**config.mk**
```make
export PLATFORM = sky130hd
export DESIGN_NAME = ula_req_arbiter
export DESIGN_NICKNAME = d
export VERILOG_FILES = /design/src/rtl/ula_pkg.sv /design/src/rtl/ula_rr_pick.sv /design/src/rtl/ula_req_arbiter.sv
export SDC_FILE = /design/constraint.sdc
export NUM_CORES = 1
export LEC_CHECK = 0
export BUFFER_PORTS_ARGS = -buffer_cell sky130_fd_sc_hd__buf_2
export CAP_MARGIN = 25
export CORE_UTILIZATION = 46
export CTS_CLUSTER_SIZE = 24
export DETAILED_ROUTE_END_ITERATION = 12
export GPL_TIMING_DRIVEN = 0
export HOLD_SLACK_MARGIN = 0.05
export PLACE_DENSITY_LB_ADDON = 0.25
export SETUP_SLACK_MARGIN = 0.2
export SKIP_CTS_REPAIR_TIMING = 1
export SYNTH_ARGS = -nofsm -noshare
export SYNTH_HDL_FRONTEND = slang
export SYNTH_SLANG_ARGS = --single-unit
```
**constraint.sdc**
```tcl
create_clock -name clk -period 4.85 [get_ports clk]
set_input_delay 0.2425 -clock clk [delete_from_list [all_inputs] [get_ports clk]]
set_output_delay 0.2425 -clock clk [all_outputs]
set_load 0.01 [all_outputs]
```
**src/rtl/ula_pkg.sv**
```systemverilog
// ula_pkg: shared op codes, widths and arbiter state encoding for the ula and its request arbiter
package ula_pkg;
  localparam int OP_W = 5;
  localparam int DATA_W = 16;
  localparam int RES_W = 32;
  typedef enum logic [3:0] {
    OP_UNUSED = 4'd0,
    OP_ADD    = 4'd1,
    OP_SUB    = 4'd2,
    OP_MUL    = 4'd3,
    OP_DIV    = 4'd4,
    OP_AND    = 4'd5,
    OP_OR     = 4'd6,
    OP_XOR    = 4'd7,
    OP_REV    = 4'd8
  } ula_op_e;
  typedef enum logic [1:0] {ST_IDLE, ST_ISSUE, ST_WAIT, ST_RESP} arb_state_e;
  function automatic logic [OP_W-1:0] op5(input ula_op_e o);
    return {1'b0, o};
  endfunction
  function automatic logic op_legal(input logic [OP_W-1:0] op);
    return op != '0 && op <= op5(OP_REV);
  endfunction
endpackage

```
**src/rtl/ula_rr_pick.sv**
```systemverilog
// ula_rr_pick: combinational round-robin picker, first valid index at/after ptr with wrap
module ula_rr_pick #(
  parameter int N  = 4,
  parameter int IW = $clog2(N)
) (
  input  logic [N-1:0]  valid,
  input  logic [IW-1:0] ptr,
  output logic [N-1:0]  grant,
  output logic [IW-1:0] idx,
  output logic          any
);
  function automatic int wrap(input int p, input int k);
    return (p + k) % N;
  endfunction
  // Scan from farthest to nearest so the closest valid index at/after ptr wins.
  always_comb begin
    grant = '0;
    idx = '0;
    any = 1'b0;
    for (int k = N - 1; k >= 0; k--) begin
      if (valid[wrap(int'(ptr), k)]) begin
        grant = N'(1) << wrap(int'(ptr), k);
        idx = IW'(wrap(int'(ptr), k));
        any = 1'b1;
      end
    end
  end
endmodule

```
**src/rtl/ula_req_arbiter.sv**
```systemverilog
// ula_req_arbiter: round-robin sharing of one ula among N_REQ requesters; ULA_ARB_DIV0_CHK_EN rejects DIV by zero
module ula_req_arbiter
  import ula_pkg::*;
#(
  parameter int N_REQ    = 4,
  parameter int ID_W     = $clog2(N_REQ),
  parameter int WAIT_MAX = 8
) (
  input  logic                          clk,
  input  logic                          rst,
  input  logic [N_REQ-1:0]              req_valid,
  input  logic [N_REQ-1:0][OP_W-1:0]    req_op,
  input  logic [N_REQ-1:0][DATA_W-1:0]  req_a,
  input  logic [N_REQ-1:0][DATA_W-1:0]  req_b,
  output logic [N_REQ-1:0]              req_ready,
  output logic                          rsp_valid,
  input  logic                          rsp_ready,
  output logic [ID_W-1:0]               rsp_id,
  output logic [RES_W-1:0]              rsp_result,
  output logic                          rsp_carry,
  output logic                          rsp_err,
  output logic [OP_W-1:0]               alu_op,
  output logic [DATA_W-1:0]             alu_a,
  output logic [DATA_W-1:0]             alu_b,
  input  logic                          alu_valid,
  input  logic [RES_W-1:0]              alu_result,
  input  logic                          alu_carry
);
  localparam int CW = $clog2(WAIT_MAX);
  arb_state_e state_q, state_d;
  logic [ID_W-1:0] ptr_q, ptr_d;
  logic [CW-1:0] cnt_q, cnt_d;
  logic [OP_W-1:0] alu_op_q, alu_op_d;
  logic [DATA_W-1:0] alu_a_q, alu_a_d, alu_b_q, alu_b_d;
  logic rsp_valid_q, rsp_valid_d, rsp_carry_q, rsp_carry_d, rsp_err_q, rsp_err_d;
  logic [ID_W-1:0] rsp_id_q, rsp_id_d;
  logic [RES_W-1:0] rsp_result_q, rsp_result_d;
  logic [N_REQ-1:0] grant;
  logic [ID_W-1:0] win;
  logic any, bad;
  ula_rr_pick #(.N(N_REQ), .IW(ID_W)) u_pick (
    .valid(req_valid),
    .ptr  (ptr_q),
    .grant(grant),
    .idx  (win),
    .any  (any)
  );
`ifdef ULA_ARB_DIV0_CHK_EN
  assign bad = !op_legal(req_op[win]) || (req_op[win] == op5(OP_DIV) && req_b[win] == '0);
`else
  assign bad = !op_legal(req_op[win]);
`endif
  // Grant only from IDLE; held low during reset so no request is taken while the FSM is cleared.
  assign req_ready = (state_q == ST_IDLE && !rst) ? grant : '0;
  assign rsp_valid = rsp_valid_q;
  assign rsp_id = rsp_id_q;
  assign rsp_result = rsp_result_q;
  assign rsp_carry = rsp_carry_q;
  assign rsp_err = rsp_err_q;
  assign alu_op = alu_op_q;
  assign alu_a = alu_a_q;
  assign alu_b = alu_b_q;
  // Next-state: accept/reject in IDLE, issue once, wait for ula or timeout, hold response until taken.
  always_comb begin
    state_d = state_q;
    ptr_d = ptr_q;
    cnt_d = cnt_q;
    alu_op_d = alu_op_q;
    alu_a_d = alu_a_q;
    alu_b_d = alu_b_q;
    rsp_valid_d = rsp_valid_q;
    rsp_id_d = rsp_id_q;
    rsp_result_d = rsp_result_q;
    rsp_carry_d = rsp_carry_q;
    rsp_err_d = rsp_err_q;
    case (state_q)
      ST_IDLE: if (any) begin
        ptr_d = (win == ID_W'(N_REQ - 1)) ? '0 : win + 1'b1;
        rsp_id_d = win;
        state_d = bad ? ST_RESP : ST_ISSUE;
        rsp_valid_d = bad;
        rsp_err_d = bad;
        rsp_result_d = '0;
        rsp_carry_d = 1'b0;
        alu_op_d = bad ? op5(OP_UNUSED) : req_op[win];
        alu_a_d = bad ? alu_a_q : req_a[win];
        alu_b_d = bad ? alu_b_q : req_b[win];
      end
      ST_ISSUE: begin
        state_d = ST_WAIT;
        cnt_d = '0;
      end
      ST_WAIT: if (alu_valid || cnt_q == CW'(WAIT_MAX - 1)) begin
        state_d = ST_RESP;
        alu_op_d = op5(OP_UNUSED);
        rsp_valid_d = 1'b1;
        rsp_err_d = !alu_valid;
        rsp_result_d = alu_valid ? alu_result : '0;
        rsp_carry_d = alu_valid & alu_carry;
      end else begin
        cnt_d = cnt_q + 1'b1;
      end
      default: if (rsp_ready) begin
        state_d = ST_IDLE;
        rsp_valid_d = 1'b0;
      end
    endcase
  end
  // State and registered outputs; reset drops any in-flight op.
  always_ff @(posedge clk or posedge rst) begin
    if (rst) begin
      state_q <= ST_IDLE;
      ptr_q <= '0;
      cnt_q <= '0;
      alu_op_q <= op5(OP_UNUSED);
      alu_a_q <= '0;
      alu_b_q <= '0;
      rsp_valid_q <= 1'b0;
      rsp_id_q <= '0;
      rsp_result_q <= '0;
      rsp_carry_q <= 1'b0;
      rsp_err_q <= 1'b0;
    end else begin
      state_q <= state_d;
      ptr_q <= ptr_d;
      cnt_q <= cnt_d;
      alu_op_q <= alu_op_d;
      alu_a_q <= alu_a_d;
      alu_b_q <= alu_b_d;
      rsp_valid_q <= rsp_valid_d;
      rsp_id_q <= rsp_id_d;
      rsp_result_q <= rsp_result_d;
      rsp_carry_q <= rsp_carry_d;
      rsp_err_q <= rsp_err_d;
    end
  end
endmodule

```
==> results of run 1 <==
-- routing by layer --
| layer | up-vias | wire length (um) |
|---|---|---|
| met3 | 44 | 928 |
| met5 | - | 0 |
| met4 | 0 | 497 |
| met1 | 2566 | 6480 |
| met2 | 240 | 8340 |
| li1 | 2549 | - |
-- sequential cells by signal, indices dropped and copies added (netlist names) --
| signal | cells |
|---|---|
| alu_a | 16 |
| alu_b | 16 |
| alu_op | 5 |
| cnt_q | 3 |
| ptr_q | 2 |
| rsp_carry | 1 |
| rsp_err | 1 |
| rsp_id | 2 |
| rsp_result | 32 |
| rsp_valid | 1 |
| state_q | 2 |
-- critical path, delay by kind of cell (launching register included) --
kind	cells	cell delay, ns
fa+ha+maj	1	0.41
compound gates	4	1.62
buf+inv	3	0.61
flops	1	0.41
mux	2	0.97
-- cells by family (layout without fill, tap and decap cells) --
logic type	Yosys count	in the layout
fa+ha+maj	13	13
simple gates	213	213
compound gates	151	151
flops	81	81
xor+xnor	2	2
mux	47	47
buf+inv	54	338
-- how the worst max path moves through the flow --
stage / end / startpoint / slack [ns] / cells after the start
6_report: alu_a[13] / ptr_q[0] / 0.73 / 10
2_1_floorplan: alu_a[1] / ptr_q[0] / 1.37 / 10
3_5_place_dp: alu_a[13] / ptr_q[0] / 0.73 / 10
4_1_cts: alu_a[13] / ptr_q[0] / 0.70 / 10
5_1_grt: alu_a[13] / ptr_q[0] / 0.47 / 13
3_3_place_gp: alu_a[5] / ptr_q[0] / 0.91 / 10
-- layout make-up --
cell class | instances | area, sq um | area share, %
buffer | 44 | 198 | 2.94
clock buffer | 10 | 128 | 1.90
clock inverter | 6 | 90.1 | 1.34
inverter | 10 | 40.0 | 0.595
multi-input combinational | 426 | 2700 | 40.2
sequential | 81 | 2030 | 30.1
tap | 136 | 170 | 2.53
timing repair buffer | 268 | 1370 | 20.4
-- cell usage in the layout (no fill, tap or decap), types with 7 or more instances in the layout --
| master | synthesis | layout |
|---|---|---|
| a211oi_1 | 34 | 34 |
| clkbuf_8 | 0 | 9 |
| a31oi_1 | 37 | 37 |
| mux2_2 | 27 | 27 |
| mux2i_1 | 8 | 8 |
| clkbuf_1 | 33 | 34 |
| inv_1 | 10 | 9 |
| dfrtp_1 | 81 | 81 |
| nor2_1 | 13 | 13 |
| nand2_1 | 153 | 153 |
| mux2_1 | 7 | 7 |
| ha_1 | 13 | 13 |
| o21ai_0 | 40 | 40 |
| and2_1 | 38 | 38 |
| buf_2 | 2 | 268 |
-- power groups by stage --
stage	logic, mW	registers (mW)	clock network (mW)
after floorplan	1.91	1.26	0
after global placement	2.91	1.13	0
after detailed placement	3.01	1.14	0
after CTS	3.02	1.14	0.560
after global routing	3.33	1.17	0.589
final	3.04	1.14	0.549
-- synthesized netlist by cell type, drive strengths merged (4+ instances only) --
cell	number	share of area, %
ha	13	3.3
o21ai	40	4.0
o31ai	4	0.60
dfrtp	81	41
nand2	153	12
and2	38	4.8
buf	11	1.5
a211oi	34	5.1
a32o	4	0.81
nor2	13	0.98
inv	10	0.76
a221oi	4	0.71
mux2i	8	1.6
a31oi	37	4.7
mux4	5	2.3
mux2	34	7.7
a21oi	7	0.93
a211o	5	0.88
clkbuf	33	2.5
==> metrics.log, run 1 <==
INFO  metric status = finished clean
INFO  metric tritoncts = yes
INFO  metric worstSetupEndpointType = flop
INFO  metric groute.layer.met3.usage = between 5 and 6%
INFO  metric fraction_of_registers_with_async_set_or_reset_after_synthesis = 100%
INFO  metric ys_dominant_reg_cell = dfrtp_1
INFO  metric detailedPlacementHpwl = ~13000 um
INFO  metric timing.slew.headroom = around half
INFO  metric route.detailed.drc = 0
INFO  metric critical_path.reg2reg.startpoint = ptr_q[0]
INFO  metric routed_via_count = about 5400
INFO  metric critical_path.slowest_cell = o22ai_1
INFO  metric report.power.total = approximately 4.7 mW
INFO  metric synth_enable_flop_cells = 0
INFO  metric wl_per_cell = around 17 um
INFO  metric static-leakage-power = between 3 and 4 nW
INFO  metric groute.layer.met2.usage = approximately 53%
INFO  metric timing.hold.ws = between 0.1 and 0.15 ns
INFO  metric placedCellCount = 964
INFO  metric number_of_cell_rows = 37
INFO  metric globalRouteMet1Util = 34.7%
INFO  metric power_density = between 700 and 800 mW/mm^2
INFO  metric avg_vias_per_cell = 5.50
INFO  metric hold_path_depth = 3
INFO  metric power_frac_comb = between 60 and 70%
INFO  metric finalNetCount = between 1000 and 1500
INFO  metric cts_root_buffer = clkbuf_8
INFO  metric timing.final.hold_violations = 0
INFO  metric worst_slack = 0.725 ns
INFO  metric drt.antenna.violating_nets = 0
INFO  metric switching_share = about 48%
INFO  metric min-delay-start = alu_result[4]
INFO  metric cp_data_arrival_time = roughly 4.4 ns
INFO  metric max_freq = about 0.24 GHz
INFO  metric fin_tns_setup = 0 ns
INFO  metric crit_type = flop to flop
INFO  metric layoutNonFillerInstCount = roughly 1000
INFO  metric cts.sink_count = about 80
INFO  metric track_usage = roughly 30%
INFO  metric port_buffers = roughly 270
INFO  metric gp_congestion = approximately 0.9
INFO  metric final-max-slew-violation-count = 0
INFO  metric setup_viol_count_final = 0
INFO  metric drt_iter0_drc = 349
INFO  metric design.die.area = about 0.011 sq mm
INFO  metric grt_busiest_layer = met2
INFO  metric grt_overflow = 0
INFO  metric cts_buffers = 9
INFO  metric ys_seq_elements = between 80 and 90
INFO  metric min_period_over_period = 85.1%
INFO  metric yosys.cell_types.count = 46
INFO  metric finish.instance_area = ~0.0067 sq mm
INFO  metric max-vdd-ir-drop = about 0.47 mV
INFO  metric rr_endpoint = alu_a[13]
INFO  metric htreeDepth = 3
INFO  metric antennaDiodeCount = 0
INFO  metric synthesis.yosys.warnings = 0
INFO  metric floorplan.core_area = between 0.01 and 0.015 sq mm
INFO  metric detailed_route_wl = roughly 16000 um
INFO  metric postPlaceCellArea = ~0.0065 sq mm
INFO  metric grt_antenna_before_repair = 0
INFO  metric syn_inst = around 560
INFO  metric avgSynthCellArea = just under 9 sq um
INFO  metric clk_transition_reported_paths = approximately 0.090 ns
INFO  metric netlist_area = around 0.0050 sq mm
INFO  metric dp_worst_setup_slack = approximately 0.73 ns
INFO  metric timing.clock.skew = approximately 0.0095 ns
INFO  metric worst_path_largest_cell_delay = 0.61 ns
INFO  metric clock_power_share = 11.6%
INFO  metric starting_density = 47.7%
INFO  metric worst_hold_path.endpoint = rsp_result[4]
INFO  metric grt_pass1_wl = about 26000 um
INFO  metric max_slew.worst_pin.slew = a little under 0.8 ns
INFO  metric cellInternalPower = 2.47 mW
INFO  metric final_layout_size_suffix_gt1_share = 38.5%
INFO  metric seq_power_share = 24.0%
INFO  metric mapped_nets = about 760
INFO  metric clock_path_buffers = 2
INFO  metric net-switching-power = 2.25 mW
INFO  metric floorplan.die.height = between 100 and 150 um
INFO  metric detail_route.first_pass.iterations = 5
INFO  metric maximum_number_of_pins_on_one_net_before_global_route_repair = 49
INFO  metric critical_path_required = 5.08 ns
INFO  metric finish.utilization = 64.6%
INFO  metric holdCritPathClass = input port to flop
INFO  metric area.growth.synth_to_final = 35.4%
INFO  metric post_synth_fa_ha_maj_area_fraction = 3.28%
INFO  metric yosys.area_share.simple = between 10% and 20%
INFO  metric vias_in_the_first_global_route = between 5000 and 6000
INFO  metric die_w = around 110 um
INFO  metric cp_cell_sequence = buf_2 > inv_1 > ha_1 > o31a_1 > o22ai_1 > mux4_2 > a211o_1 > a21oi_4 > buf_6 > mux2_2
INFO  metric ff2ff_path_depth = 10
INFO  metric startpoint_type = flop
INFO  metric boundaryPins = roughly 270
INFO  metric synth-xor-area-share = less than 1%
INFO  metric largest_family_of_logic_cells_by_synthesized_area = compound AO/OA/AOI/OAI gates
INFO  metric clock_insertion_delay_worst_skew = 0.35 ns
INFO  metric nFillCells = between 900 and 1000
INFO  metric post_synth_mux_area_share = a little under an eighth
INFO  metric rsz0062_at_grt = false
INFO  metric drv.max_cap_violation_count = 0
INFO  metric timing.critical_path.fanout_max = 10
INFO  metric r2r_setup_slack = ~0.73 ns
INFO  metric seq_area_frac_synth = roughly two fifths
INFO  metric final_period_minus_worst_setup_slack = around 4.1 ns
INFO  metric synth_compound_area_share = approximately a fifth
(Power assumes the default switching activity.)
==> run 2: changes to the inputs <==
==> constraint.sdc (replaced) <==
create_clock -name clk -period 4.2 [get_ports clk]
set_input_delay 0.21 -clock clk [delete_from_list [all_inputs] [get_ports clk]]
set_output_delay 0.21 -clock clk [all_outputs]
set_load 0.01 [all_outputs]
==> metrics.log, run 2 (synthesis results as in run 1) <==
INFO  metric r2r_setup_slack = 0.38 ns
INFO  metric cp_data_arrival_time = 4.05 ns
INFO  metric timing.clock.skew = 0.00886 ns
INFO  metric detail_route.first_pass.iterations = 5
INFO  metric cp_cell_sequence = buf_2 > inv_1 > ha_2 > mux4_2 > nor2b_2 > nor2_1 > o2bb2ai_2 > mux4_2 > a211o_1 > a21oi_4 > buf_6 > mux2_2
INFO  metric grt_antenna_before_repair = 0
INFO  metric floorplan.die.height = about 110 um
INFO  metric design.die.area = around 0.011 sq mm
INFO  metric critPathBufInv = 3
INFO  metric critical_path_required = about 4.4 ns
INFO  metric largest_delay_contributor_family_on_the_critical_path = multiplexers
INFO  metric setup_viol_count_final = 0
INFO  metric maximum_number_of_pins_on_one_net_before_global_route_repair = between 40 and 50
INFO  metric ff2ff_path_depth = 12
INFO  metric boundaryPins = roughly 270
INFO  metric power_density = ~810 mW/mm^2
INFO  metric number_of_cell_rows = 37
INFO  metric antennaDiodeCount = 0
INFO  metric detailed_route_wl = around 16000 um
INFO  metric grt_pass1_wl = 26300 um
INFO  metric drt.antenna.violating_nets = 0
INFO  metric floorplan.core_area = between 0.01 and 0.015 sq mm
INFO  metric gp_congestion = between 0.9 and 1
INFO  metric tritoncts = yes
INFO  metric worst_hold_path.endpoint = rsp_result[4]
INFO  metric worst_path_largest_cell_delay = between 0.4 and 0.5 ns
INFO  metric mostFrequentLayoutCell = buf_2
INFO  metric layout.cells.most_common_list = buf_2, nand2_1, dfrtp_1
INFO  metric report.power.total = around 5.5 mW
INFO  metric rsz0062_at_grt = true
INFO  metric vias_in_the_first_global_route = ~5600
INFO  metric finalNetCount = 1043
INFO  metric detailedPlacementHpwl = approximately 13000 um
INFO  metric holdCritPathClass = input port to flop
INFO  metric htreeDepth = 3
INFO  metric max_slew.worst_pin.slew = 0.565 ns
INFO  metric cts_buffers = 9
INFO  metric cts_root_buffer = clkbuf_8
INFO  metric track_usage = between 20% and 30%
INFO  metric max_freq = approximately 0.26 GHz
INFO  metric finish.utilization = roughly two thirds
INFO  metric die_w = around 110 um
INFO  metric clk_transition_reported_paths = 0.09 ns
INFO  metric timing.critical_path.fanout_max = 10
INFO  metric drt_iter0_drc = 385
INFO  metric timing.slew.headroom = a little over 60%
INFO  metric final_layout_size_suffix_gt1_share = 39.2%
INFO  metric static-leakage-power = 3.33 nW
INFO  metric clock_path_buffers = 2
INFO  metric routed_via_count = between 5000 and 6000
INFO  metric status = finished clean
INFO  metric area.growth.synth_to_final = 36.1%
INFO  metric worstSetupEndpointType = flop
INFO  metric hold_path_depth = 3
INFO  metric timing.final.hold_violations = 0
INFO  metric wl_per_cell = 16.6 um
INFO  metric critical_path.slowest_cell = ha_2
INFO  metric route.detailed.drc = 0
INFO  metric clock_insertion_delay_worst_skew = around 0.34 ns
INFO  metric starting_density = around 48%
INFO  metric timing.critical_path.mode_cell = mux4_2
INFO  metric final_period_minus_worst_setup_slack = 3.82 ns
INFO  metric drv.max_cap_violation_count = 0
INFO  metric rr_endpoint = alu_a[13]
INFO  metric avg_vias_per_cell = roughly 5.5
INFO  metric max-vdd-ir-drop = 0.542 mV
INFO  metric min_period_over_period = ~91%
INFO  metric cts.sink_count = 81
INFO  metric layoutNonFillerInstCount = ~980
INFO  metric min-delay-start = alu_result[4]
INFO  metric largest_register_ffs = 32
INFO  metric grt_overflow = 0
INFO  metric port_buffers = between 200 and 300
INFO  metric final-max-slew-violation-count = 0
INFO  metric startpoint_type = flop
INFO  metric fin_tns_setup = 0 ns
INFO  metric placedCellCount = 964
INFO  metric crit_type = flop to flop
INFO  metric critical_path.reg2reg.startpoint = ptr_q[0]
==> run 2: worst max path at each step <==
| stage | end | start | cells past startpoint |
|---|---|---|---|
| 2_1_floorplan | alu_a[1] | ptr_q[0] | 10 |
| 3_5_place_dp | alu_a[13] | ptr_q[0] | 10 |
| 3_3_place_gp | alu_a[5] | ptr_q[0] | 10 |
| 6_report | alu_a[13] | ptr_q[0] | 12 |
| 4_1_cts | alu_a[13] | ptr_q[0] | 10 |
| 5_1_grt | alu_a[13] | ptr_q[0] | 13 |
==> run 2: tightest hold or removal path, cell delays in order <==
cell and delay [ns]:
buf_2 0.09, nand2_1 0.04, o21ai_0 0.06
==> run 2: final cells by class <==
| cell class | count | area, sq um |
|---|---|---|
| Fill cell | 956 | 3660 |
| Multi-Input combinational cell | 426 | 2730 |
| Sequential cell | 81 | 2030 |
| Timing Repair Buffer | 269 | 1380 |
| Buffer | 44 | 200 |
| Tap cell | 136 | 170 |
| Clock buffer | 10 | 128 |
| Clock inverter | 6 | 90.1 |
| Inverter | 10 | 40.0 |
==> run 2: per-stage QoR <==
stage | worst slack [ns] | hold WS [ns] | instance area (sq um)
after floorplan | 0.718 | 0.346 | 4970
after global placement | 0.264 | 0.454 | 6470
after detailed placement | 0.0833 | 0.268 | 6500
after CTS | 0.0513 | -0.112 | 6720
after global routing | 0.187 | 0.0828 | 6760
final | 0.382 | 0.0954 | 6760
==> run 2: routing by layer <==
| layer | vias up | track usage [%] | part of all wire [%] |
|---|---|---|---|
| met5 | - | 0 | 0 |
| met4 | 0 | 11.9 | 3.1 |
| met3 | 47 | 5.70 | 5.8 |
| met2 | 241 | 53.2 | 51 |
| met1 | 2553 | 34.7 | 40 |
| li1 | 2547 | - | - |
==> run 2: power breakdown <==
| group | internal [mW] | total, mW | switching (mW) |
|---|---|---|---|
| combinational | 1.41 | 3.55 | 2.14 |
| sequential | 1.12 | 1.31 | 0.189 |
| clock | 0.339 | 0.632 | 0.294 |
==> run 3: changes to the inputs <==
--- a/config.mk
+++ b/config.mk
@@ -5,6 +5,7 @@
 export SDC_FILE = /design/constraint.sdc
 export NUM_CORES = 1
 export LEC_CHECK = 0
+export ABC_AREA = 1
 export BUFFER_PORTS_ARGS = -buffer_cell sky130_fd_sc_hd__buf_2
 export CAP_MARGIN = 25
 export CORE_UTILIZATION = 46
==> metrics.log, run 3 <==
INFO  metric critical_path_required = between 4 and 5 ns
INFO  metric route.detailed.drc = 0
INFO  metric boundaryPins = between 200 and 300
INFO  metric ys_dominant_reg_cell = dfrtp_1
INFO  metric timing.critical_path.fanout_max = 10
INFO  metric setup_viol_count_final = 0
INFO  metric netlist_top_cells_count = nand2_1, o21ai_0, nor2_1
INFO  metric grt_antenna_before_repair = 0
INFO  metric finalNetCount = between 1000 and 1500
INFO  metric synthesis.yosys.warnings = 0
INFO  metric routed_via_count = slightly below 6000
INFO  metric cts_root_buffer = clkbuf_8
INFO  metric wl_per_cell = 14.3 um
INFO  metric mapped_nets = 900
INFO  metric yosys.cell_types.count = 29
INFO  metric drt_iter0_drc = approximately 300
INFO  metric min_period_over_period = around three quarters
INFO  metric max_freq = ~0.32 GHz
INFO  metric die_w = approximately 110 um
INFO  metric static-leakage-power = about 3.7 nW
INFO  metric seq_area_frac_synth = 41.0%
INFO  metric syn_inst = 698
INFO  metric avgSynthCellArea = 7.08 sq um
INFO  metric final_period_minus_worst_setup_slack = 3.11 ns
INFO  metric tritoncts = yes
INFO  metric clock_insertion_delay_worst_skew = approximately 0.35 ns
INFO  metric number_of_cell_rows = 37
INFO  metric drv.max_cap_violation_count = 0
INFO  metric max-vdd-ir-drop = around 0.68 mV
INFO  metric ys_seq_elements = 81
INFO  metric status = finished clean
INFO  metric largest_register_ffs = 32
INFO  metric cp_data_arrival_time = approximately 3.4 ns
INFO  metric htreeDepth = 3
INFO  metric clock_path_buffers = 2
INFO  metric detailed_route_wl = roughly 16000 um
INFO  metric holdCritPathClass = input port to flop
INFO  metric floorplan.die.height = approximately 110 um
INFO  metric netlist_area = roughly 0.0049 sq mm
INFO  metric detailedPlacementHpwl = between 10000 and 15000 um
INFO  metric track_usage = between 20 and 30%
INFO  metric timing.final.hold_violations = 0
INFO  metric fraction_of_registers_with_async_set_or_reset_after_synthesis = between 90% and 100%
INFO  metric design.die.area = 0.0112 sq mm
INFO  metric final-max-slew-violation-count = 0
INFO  metric vias_in_the_first_global_route = 5397
INFO  metric synth.area.top_cells = dfrtp_1, nand2_1, o21ai_0
INFO  metric max_slew.worst_pin.slew = roughly 0.6 ns
INFO  metric dp_worst_setup_slack = roughly 1.1 ns
INFO  metric area_occupied_by_multi_input_gates = around 0.0026 sq mm
INFO  metric synth_enable_flop_cells = 0
INFO  metric cts.sink_count = just over 80
INFO  metric crit_type = flop to flop
INFO  metric grt_overflow = 0
INFO  metric gp_congestion = roughly 0.92
INFO  metric layoutNonFillerInstCount = 1118
INFO  metric floorplan.core_area = about 0.010 sq mm
INFO  metric most_used_standard_cell_by_instance_count_after_synthesis = nand2_1
INFO  metric drt.antenna.violating_nets = 0
INFO  metric maximum_number_of_pins_on_one_net_before_global_route_repair = a little over 70
INFO  metric timing.clock.skew = 0.0169 ns
INFO  metric timing.slew.headroom = about three fifths
INFO  metric synth_top_area_share = a little over 40%
INFO  metric worstSetupEndpointType = flop
INFO  metric clk_transition_reported_paths = ~0.10 ns
INFO  metric layout.cells.most_common_list = buf_2, nand2_1, o21ai_0
INFO  metric cts_buffers = 9
INFO  metric rsz0062_at_grt = false
INFO  metric placedCellCount = approximately 1100
INFO  metric fin_tns_setup = 0 ns
INFO  metric final_layout_size_suffix_gt1_share = between 30% and 40%
INFO  metric mostFrequentLayoutCell = buf_2
INFO  metric antennaDiodeCount = 0
INFO  metric starting_density = a little under half
INFO  metric post-synth-top-area-cell = dfrtp_1
INFO  metric power_density = 959 mW/mm^2
INFO  metric area.growth.synth_to_final = 35.4%
INFO  metric ff_latch_area = just over 0.002 sq mm
INFO  metric finish.utilization = between 60% and 70%
INFO  metric avg_vias_per_cell = approximately 5.2
INFO  metric nFillCells = 1007
INFO  metric worst_slack = 1.09 ns
INFO  metric grt_pass1_wl = approximately 25000 um
INFO  metric startpoint_type = flop
INFO  metric port_buffers = 266
INFO  metric detail_route.first_pass.iterations = 5
[run 3: changes by cell type in the layout (fill, tap and decap cells not counted), sizes merged, moves of 34 or more]
| cell | delta |
|---|---|
| and2 | -38 |
| mux2 | -34 |
| a31oi | -37 |
| a211oi | -34 |
| nand2 | +73 |
| o21ai | +97 |
| nor2 | +79 |
[run 3: path summary, 6_finish.rpt]
kind | start | endpoint | slack [ns] | depth (start not counted)
max | ptr_q[0] | alu_b[11] | 1.09 | 17
min | alu_result[17] | rsp_result[17] | 0.10 | 3
max reg2reg | ptr_q[0] | alu_b[11] | 1.09 | 17
min reg2reg | alu_op[1] | alu_op[1] | 0.48 | 2
max in group asynchronous | rst | alu_b[0] | 3.31 | 4
min in group asynchronous | rst | rsp_result[31] | 0.30 | 3
[run 3: worst max-delay path, cell delays in order, from the launching register on]
cell and delay (ns):
dfrtp_1 0.43, buf_6 0.18, inv_4 0.08, ha_1 0.34, nand3_2 0.12, nand4_1 0.08, nand4_1 0.08, nand2_1 0.21
clkbuf_1 0.50, nand2_1 0.11, nand2_1 0.12, nor2_1 0.05, nand2_1 0.10, nand2_2 0.09, nand2_4 0.15, buf_2 0.26
o21ai_1 0.09, nand2_1 0.07
[run 3: metrics by stage]
stage	hold WS, ns	power, mW	instance area [sq um]
finish	0.105	6.41	6690
global placement	0.458	5.73	6440
detailed placement	0.133	5.79	6470
global route	0.105	7.03	6690
CTS	-0.255	6.40	6680
floorplan	0.369	4.43	4940
[run 3: layout make-up]
class / instances / share of cell area [%]
Clock inverter: 7 / 1.25
Clock buffer: 9 / 1.85
Buffer: 43 / 3.18
Multi-Input combinational cell: 548 / 38.9
Timing Repair Buffer: 268 / 20.5
Inverter: 26 / 1.53
Tap cell: 136 / 2.54
Sequential cell: 81 / 30.3
[run 3: per-layer routing]
| metal | vias up | global-route usage, % | wire, um |
|---|---|---|---|
| met5 | - | 0 | 0 |
| met4 | 0 | 11.0 | 414 |
| met3 | 32 | 6.43 | 1210 |
| met2 | 256 | 49.3 | 7920 |
| met1 | 2631 | 34.7 | 6440 |
| li1 | 2874 | - | - |
[run 3: report_power, final]
| part | internal (mW) | total (mW) | switching [mW] |
|---|---|---|---|
| Clock | 0.287 | 0.603 | 0.316 |
| Sequential | 1.12 | 1.30 | 0.176 |
| Combinational | 1.47 | 4.52 | 3.04 |
| Total | 2.88 | 6.41 | 3.54 |
[run 3: cells by family after synthesis]
family | after synthesis | synth area share, %
buf+inv | 69 | 6.33
fa+ha+maj | 13 | 3.29
flops | 81 | 41.0
simple gates | 357 | 29.9
compound gates | 178 | 19.4
